===== src/rtl/fs_pkg.sv =====
// Shared types and helpers for the digit-serial Ferrari-Stefanelli multiplier.
package fs_pkg;

    typedef enum logic [1:0] {
        StIdle,
        StRun,
        StDone
    } fs_state_e;

    localparam int unsigned FsWidthDefault = 8;

    // Number of 2-bit digits in an operand of the given width.
    function automatic int unsigned digit_count(input int unsigned width);
        return width / 2;
    endfunction

    // Two-input NAND, the primitive the 2x2 cell is built from.
    function automatic logic nand2(input logic x, input logic y);
        return ~(x & y);
    endfunction

endpackage


===== src/rtl/fs_mul2x2.sv =====
// Combinational 2-bit x 2-bit Ferrari-Stefanelli multiplier cell, NAND-only.
module fs_mul2x2
    import fs_pkg::*;
(
    input  logic [1:0] a,
    input  logic [1:0] b,
    output logic [3:0] z
);

    logic n00, n10, n01, n11;
    logic p00, p11;
    logic x_t, x_l, x_r;
    logic z2_n, z3_n;

    always_comb begin
        n00 = nand2(a[0], b[0]);
        n10 = nand2(a[1], b[0]);
        n01 = nand2(a[0], b[1]);
        n11 = nand2(a[1], b[1]);
        p00 = nand2(n00, n00);
        p11 = nand2(n11, n11);

        // a1b0 ^ a0b1 equals the XOR of the complemented partial products.
        x_t = nand2(n10, n01);
        x_l = nand2(n10, x_t);
        x_r = nand2(n01, x_t);

        // z2 = a1b1 & ~(a0b0); z3 = a1b1 & a0b0.
        z2_n = nand2(p11, n00);
        z3_n = nand2(p11, p00);

        z[0] = p00;
        z[1] = nand2(x_l, x_r);
        z[2] = nand2(z2_n, z2_n);
        z[3] = nand2(z3_n, z3_n);
    end

endmodule


===== src/rtl/fs_serial_mult.sv =====
// Digit-serial unsigned multiplier: one 2x2 digit product per cycle into a 2*WIDTH accumulator.
// Optional FS_ZERO_SKIP_EN: a zero operand finishes in one cycle without entering RUN.
module fs_serial_mult
    import fs_pkg::*;
#(
    parameter int unsigned WIDTH = FsWidthDefault
) (
    input  logic               clk,
    input  logic               rst,
    input  logic               start,
    input  logic [WIDTH-1:0]   a,
    input  logic [WIDTH-1:0]   b,
    output logic               busy,
    output logic               done,
    output logic [2*WIDTH-1:0] product
);

    localparam int unsigned N    = digit_count(WIDTH);
    localparam int unsigned IdxW = (N > 1) ? $clog2(N) : 1;
    localparam logic [IdxW-1:0] LastIdx = IdxW'(N - 1);

    fs_state_e          state_q, state_d;
    logic [WIDTH-1:0]   a_q, a_d, b_q, b_d;
    logic [2*WIDTH-1:0] acc_q, acc_d, product_q, product_d;
    logic [IdxW-1:0]    i_q, i_d, j_q, j_d;

    logic [1:0]         a_dig, b_dig;
    logic [3:0]         pp;
    logic [2*WIDTH-1:0] pp_ext, pp_shifted;
    logic [IdxW:0]      digit_pos;

    assign a_dig = a_q[{i_q, 1'b0} +: 2];
    assign b_dig = b_q[{j_q, 1'b0} +: 2];

    fs_mul2x2 u_cell (
        .a (a_dig),
        .b (b_dig),
        .z (pp)
    );

    always_comb begin
        pp_ext      = '0;
        pp_ext[3:0] = pp;
        digit_pos   = {1'b0, i_q} + {1'b0, j_q};
        pp_shifted  = pp_ext << {digit_pos, 1'b0};
    end

    always_comb begin
        state_d   = state_q;
        a_d       = a_q;
        b_d       = b_q;
        acc_d     = acc_q;
        i_d       = i_q;
        j_d       = j_q;
        product_d = product_q;

        unique case (state_q)
            StIdle: begin
                if (start) begin
                    a_d     = a;
                    b_d     = b;
                    acc_d   = '0;
                    i_d     = '0;
                    j_d     = '0;
                    state_d = StRun;
`ifdef FS_ZERO_SKIP_EN
                    if (a == '0 || b == '0) begin
                        product_d = '0;
                        state_d   = StDone;
                    end
`endif
                end
            end
            StRun: begin
                acc_d = acc_q + pp_shifted;
                if (j_q == LastIdx) begin
                    j_d = '0;
                    i_d = i_q + 1'b1;
                    if (i_q == LastIdx) begin
                        i_d       = '0;
                        product_d = acc_d;
                        state_d   = StDone;
                    end
                end else begin
                    j_d = j_q + 1'b1;
                end
            end
            StDone: state_d = StIdle;
            default: state_d = StIdle;
        endcase
    end

    always_ff @(posedge clk) begin
        if (rst) begin
            state_q   <= StIdle;
            a_q       <= '0;
            b_q       <= '0;
            acc_q     <= '0;
            i_q       <= '0;
            j_q       <= '0;
            product_q <= '0;
        end else begin
            state_q   <= state_d;
            a_q       <= a_d;
            b_q       <= b_d;
            acc_q     <= acc_d;
            i_q       <= i_d;
            j_q       <= j_d;
            product_q <= product_d;
        end
    end

    assign busy    = (state_q != StIdle);
    assign done    = (state_q == StDone);
    assign product = product_q;

endmodule


===== config.mk =====
export PLATFORM = sky130hd
export DESIGN_NAME = fs_serial_mult
export DESIGN_NICKNAME = d
export VERILOG_FILES = /design/src/rtl/fs_pkg.sv /design/src/rtl/fs_mul2x2.sv /design/src/rtl/fs_serial_mult.sv
export SDC_FILE = /design/constraint.sdc
export NUM_CORES = 1
export LEC_CHECK = 0
export ABC_AREA = 1
export BUFFER_PORTS_ARGS = -buffer_cell sky130_fd_sc_hd__buf_4
export CAP_MARGIN = 20
export CORE_AREA = 4 4 66 114
export CTS_BUF_LIST = sky130_fd_sc_hd__clkbuf_4 sky130_fd_sc_hd__clkbuf_8
export CTS_CLUSTER_SIZE = 16
export DETAILED_ROUTE_END_ITERATION = 16
export DIE_AREA = 0 0 70 118
export HOLD_SLACK_MARGIN = 0.1
export PLACE_DENSITY = 0.74
export SLEW_MARGIN = 30
export SYNTH_ARGS = -nofsm -noshare
export SYNTH_HDL_FRONTEND = slang
export SYNTH_SLANG_ARGS = --single-unit

===== constraint.sdc =====
create_clock -name clk -period 7.1 [get_ports clk]
set_clock_uncertainty 0.05 [all_clocks]
set_input_delay 1.42 -clock clk [delete_from_list [all_inputs] [get_ports clk]]
set_output_delay 1.42 -clock clk [all_outputs]
set_load 0.005 [all_outputs]

# Word-level counts from Yosys, hierarchy flattened
# Cells that the tools add are included.
[word_totals]
in_bits = 19
output_inout_bits = 18
register_bits = 54
[op_classes]
n_shift = 3
muxes = 12
reduce_logical = 8
bitwise_logic = 17
n_eq_ne = 7
addsub = 4
[op_table]
columns = ["operator", "n"]
rows = [
  ["$pmux W16 S2", 1],
  ["$add A16 B16 Y16", 1],
  ["$mux W16", 1],
  ["$shiftx A8 B4 Y2", 2],
  ["$shl A4 B4 Y16", 1],
  ["$mux W2", 7],
  ["$pmux W2 S2", 3],
  ["$and A1 B1 Y1", 10],
  ["$reduce_and A3 Y1", 3],
  ["$not A1 Y1", 7],
  ["$eq A2 B2 Y1 const B", 3],
  ["$ne A2 B2 Y1 const B", 3],
  ["$add A2 B1 Y2 const B", 2],
  ["$reduce_and A2 Y1", 2],
  ["$reduce_bool A2 Y1", 2],
  ["$add A2 B2 Y3", 1],
  ["$eq A2 B1 Y1 const B", 1],
  ["$logic_not A2 Y1", 1],
]

# Longest topological paths before layout
[logic_depth]
ltp_word = 12
mapped_depth = 24
depth_no_buf = 24

# By module
# Synthesis repeated with hierarchy kept, for this count alone.
[hier_totals]
cells_unflattened = 509
area_unflattened_um2 = 3234.4
[by_module_without_submodules]
columns = ["mod", "area_per_inst_um2", "seq_area_each_um2", "cells_per_inst", "n_inst"]
rows = [
  ["fs_serial_mult", 3181.8, 1081.0, 497, 1],
  ["fs_mul2x2", 52.6, 0.0, 12, 1],
]

# Worst setup path before layout
# No wires, ideal clock.
[synth_path]
path_kind = "register to register"
startpoint = "reg i_q[0]"
endpoint = "reg acc_q[12]"
path_stages_with_launch = 18
path_slack_ns = 4.137
setup_ns = 0.132
n_path_buf = 1
arrival_ns = 2.781
required_ns = 6.918
path_cell_list = "dfxtp_1 > ha_1 > inv_1 > fa_1 > clkbuf_2 > inv_1 > nor2_1 > ha_1 > fa_1 > nand2_1 > nand2_1 > o21ai_1 > o21ai_2 > a21o_1 > nand3_1 > nand3b_1 > nand3_1 > a21oi_1"
[synth_between]
elab_chain_len = 12
[synth_rtl]
columns = ["element", "line", "text"]
rows = [
  ["from (decl)", "fs_serial_mult.sv:25", "logic [IdxW-1:0] i_q, i_d, j_q, j_d;"],
  ["from (signal assigned)", "fs_serial_mult.sv:107", "i_q <= i_d;"],
  ["$shiftx A8 B4 Y2", "fs_serial_mult.sv:32", "assign a_dig = a_q[{i_q, 1'b0} +: 2];"],
  ["$and A1 B1 Y1", "fs_pkg.sv:19", "return ~(x & y);"],
  ["$not A1 Y1", "fs_pkg.sv:19", ""],
  ["$and A1 B1 Y1", "fs_pkg.sv:19", ""],
  ["$not A1 Y1", "fs_pkg.sv:19", ""],
  ["$and A1 B1 Y1", "fs_pkg.sv:19", ""],
  ["$not A1 Y1", "fs_pkg.sv:19", ""],
  ["$and A1 B1 Y1", "fs_pkg.sv:19", ""],
  ["$not A1 Y1", "fs_pkg.sv:19", ""],
  ["$shl A4 B4 Y16 (*)", "fs_serial_mult.sv:45", "pp_shifted = pp_ext << {digit_pos, 1'b0};"],
  ["$add A16 B16 Y16 (*)", "fs_serial_mult.sv:75", "acc_d = acc_q + pp_shifted;"],
  ["$pmux W16 S2 (*)", "fs_serial_mult.sv:57", "unique case (state_q)"],
  ["to (signal assigned)", "fs_serial_mult.sv:98", "acc_q <= '0;"],
  ["to (signal assigned)", "fs_serial_mult.sv:106", "acc_q <= acc_d;"],
  ["to (decl)", "fs_serial_mult.sv:24", "logic [2*WIDTH-1:0] acc_q, acc_d, product_q, product_d;"],
]
# Mark *: on every way between the ends. The rest lies on a longest branch, timed or not.
# A chain may end at the register's enable or synchronous reset.

# Final worst setup path
# Ends and elaborated chain as after synthesis.

==> reports/results.ini <==
[run_status]
outcome=complete, no violations

[pwr]
leakagePower_uw=0.001614
vdd_drop_max_v=0.0001258
p_seq_share_pct=55.1
combinationalPowerShare_pct=12.2
p_switching_uw=159.1
p_int_uw=416.4
power_frac_clock_pct=32.7
p_per_area_nw_per_um2=164.8
switching_share_pct=27.64

[critical_path]
crit_fanout=10
reg2reg_slack_ns=3.79
worstRegToRegCells=17
worstReg2RegStart=i_q[0]
critPathLaunchType=register
path_class=reg -> reg
r2r_end=acc_q[12]
cp-end-kind=register
critPathRequiredTime_ns=7.30
arrival_ns=3.51

[global_route]
grt_max_degree=55
track_usage_pct=18.62
antenna_found_initial=0
grt_remaining_overflow=0
grt_pass1_wl_mm=12.74
grt_pass1_vias=2906

[routing]
drt_iter0_markers=175
drtAntennaViolNets=0
vias_per_cell=5.104
routed_wl_mm=7.145
first_pass_iters=4
route.detailed.drc=0
avgRoutedWirePerCell_um=12.76
vias=2858

[synthesis]
synthesis.area_um2=3104
synth_cell_types=39
ys_top_cells_by_area=dfxtp_1 35%, nand2_1 18%, a21oi_1 8.7%, ha_1 7.7%, nor2_1 4.7%
synth_fp_nets=489
synth_top_family_by_area=simple AND/OR/NAND/NOR gates
synthFlopType=dfxtp_1
avgSynthCellArea_um2=6.914
synth_top_area_share_pct=34.82
ys_ff_latch=54
yosysMostFrequentCell=nand2_1
synth_adder_area_share_pct=8.948
ys_top_cells_by_count=150 x nand2_1, 54 x a21oi_1, 54 x dfxtp_1, 39 x nor2_1, 29 x inv_1
yosys_warnings=0
synth_mux_area_share_pct=0
synth_top_area_cell=dfxtp_1
synth_xor_area_share_pct=1.693
syn_inst=449
ys_async_sr_fraction_pct=0
seq_area_frac_synth_pct=34.82
synth_simple_gate_area_share_pct=32.45
synth_compound_area_share_pct=15.16
synth_edf_count=0

[clocking]
numCtsBuffers=5
clk_pin_slew_worst_paths_ns=0.10
h-tree-depth=2
cts.sinks=54
clk_latency_ns=0.32
cts-root-buf=clkbuf_8
cts.path.max_buffers=2
postCtsResizedCells=0
cts_tree=built
cts.hold.buffers_added=0
cts_setup_buffers=0

[sta]
worst_pin_slew_ns=0.7788
hold_viol_final=0
fin_crit_sh_pct=46.63
rsz0062_at_grt=false
tns_ns=0
drv_slew=0
setup-violations-final=0
period_needed_ns=3.311
maxSlewHeadroom_pct=48.02
fmax_mhz=302.0

[floorplanning]
core_um2=6539
rows=39
start_util_pct=47.47
die_area_um2=8260
die_h_um=118
die_x_um=70
ioPinCount=37

[hold_path]
hold_path_class=reg -> reg
min_from=product[1]
hold_end=product[1]
holdPathStages=2

[flow_run]
drv_cap=0

[layout]
final_nets=517
drive_gt1_share_pct=15.27
final_cell_area_um2=3492
fill_cells=636
n_antenna_cell=0
final_core_util_pct=53.41
area.growth.synth_to_final_pct=12.49

[place]
gp_congestion=0.9006
io_buffers=36
placed_area_um2=3393
place_hpwl_mm=5.482

[power groups by stage]
stage	Clock [uW]	Sequential (uW)	Combinational, uW
detailed placement	0	325	70.9
finish	188	317	70.1
global placement	0	324	68.9
floorplan	0	323	51.7
CTS	195	317	71.0
global route	204	319	80.4
[flip-flops by register name, indices dropped and copies added (netlist names)]
register	count
j_q	2
acc_q	16
state_q	2
i_q	2
a_q	8
b_q	8
product	16
[per-layer routing]
layer / routed length, um / up-vias / track usage, % / share of wire, %
met1: 2741 / 1287 / 18.93 / 38
met5: 0 / - / 0 / 0
met2: 3919 / 44 / 34.48 / 55
li1: - / 1510 / - / -
met3: 248 / 17 / 3.590 / 3.5
met4: 235 / 0 / 10.31 / 3.3
[worst max-delay path by stage]
stage / slack [ns] / to / start / depth (start not counted)
finish: 3.79 / acc_q[12] / i_q[0] / 17
global route: 3.42 / product[8] / i_q[0] / 16
CTS: 3.79 / product[8] / i_q[0] / 16
detailed placement: 3.82 / acc_q[12] / i_q[0] / 16
global placement: 3.82 / product[15] / j_q[0] / 16
floorplan: 4.14 / acc_q[12] / i_q[0] / 17
[logic make-up after synthesis]
logic type	Yosys count
fa+ha+maj	21
compound gates	83
buf+inv	49
simple gates	236
xor+xnor	6
flops	54
[layout make-up]
class | instances | area [um^2] | area share [%]
clock buffer | 6 | 82.58 | 2.365
clock inverter | 2 | 16.27 | 0.4658
inverter | 33 | 123.9 | 3.547
timing repair buffer | 37 | 277.8 | 7.954
sequential | 54 | 1081 | 30.96
tap | 82 | 102.6 | 2.938
multi-input combinational | 346 | 1808 | 51.77
[critical path, stage by stage (launching register included)]
cell	delay, ns
dfxtp_1	0.51
ha_1	0.20
inv_1	0.05
fa_1	0.50
inv_1	0.21
nor2_1	0.08
ha_1	0.20
fa_1	0.41
nand2_1	0.09
nand2_1	0.05
o21ai_1	0.13
o21ai_2	0.13
a21o_1	0.19
nand3_1	0.09
nand2_1	0.05
nand2_1	0.08
nand3_1	0.07
a21oi_1	0.15
[metrics by stage]
step / setup slack (ns) / hold slack, ns / power (uW) / instances
6_report: 3.789 / 0.4148 / 575.5 / 560
5_1_grt: 3.416 / 0.4396 / 602.9 / 560
4_1_cts: 3.794 / 0.4203 / 583.1 / 560
3_5_place_dp: 3.819 / 0.4047 / 395.4 / 552
3_3_place_gp: 3.824 / 0.4008 / 393.2 / 552
2_1_floorplan: 4.137 / 0.3892 / 374.6 / 449
[placed cells by master (no fill, tap or decap)]
| master | n |
|---|---|
| nor3_1 | 1 |
| a21oi_1 | 54 |
| nand4_1 | 2 |
| clkinvlp_4 | 1 |
| and2_4 | 1 |
| a21o_1 | 1 |
| ha_1 | 19 |
| inv_6 | 1 |
| nand2_4 | 2 |
| clkinv_1 | 1 |
| o21bai_1 | 2 |
| nor2_4 | 1 |
| fa_1 | 2 |
| dfxtp_1 | 54 |
| a31o_2 | 1 |
| inv_1 | 29 |
| nand3_1 | 22 |
| a21boi_1 | 1 |
| o22ai_1 | 2 |
| nand2_2 | 5 |
| nor2_1 | 39 |
| o21bai_2 | 1 |
| nor2_2 | 2 |
| nand3b_1 | 2 |
| inv_2 | 3 |
| clkbuf_8 | 6 |
| or2_2 | 6 |
| nand3b_2 | 1 |
| xor2_1 | 6 |
| buf_4 | 37 |
| o21ai_0 | 7 |
| a211oi_1 | 8 |
| o21ai_2 | 2 |
| a21oi_2 | 1 |
| a31oi_1 | 1 |
| nand3_2 | 2 |
| nand2_1 | 150 |
| o21ai_1 | 2 |
Power figures use the tool's default switching activity.
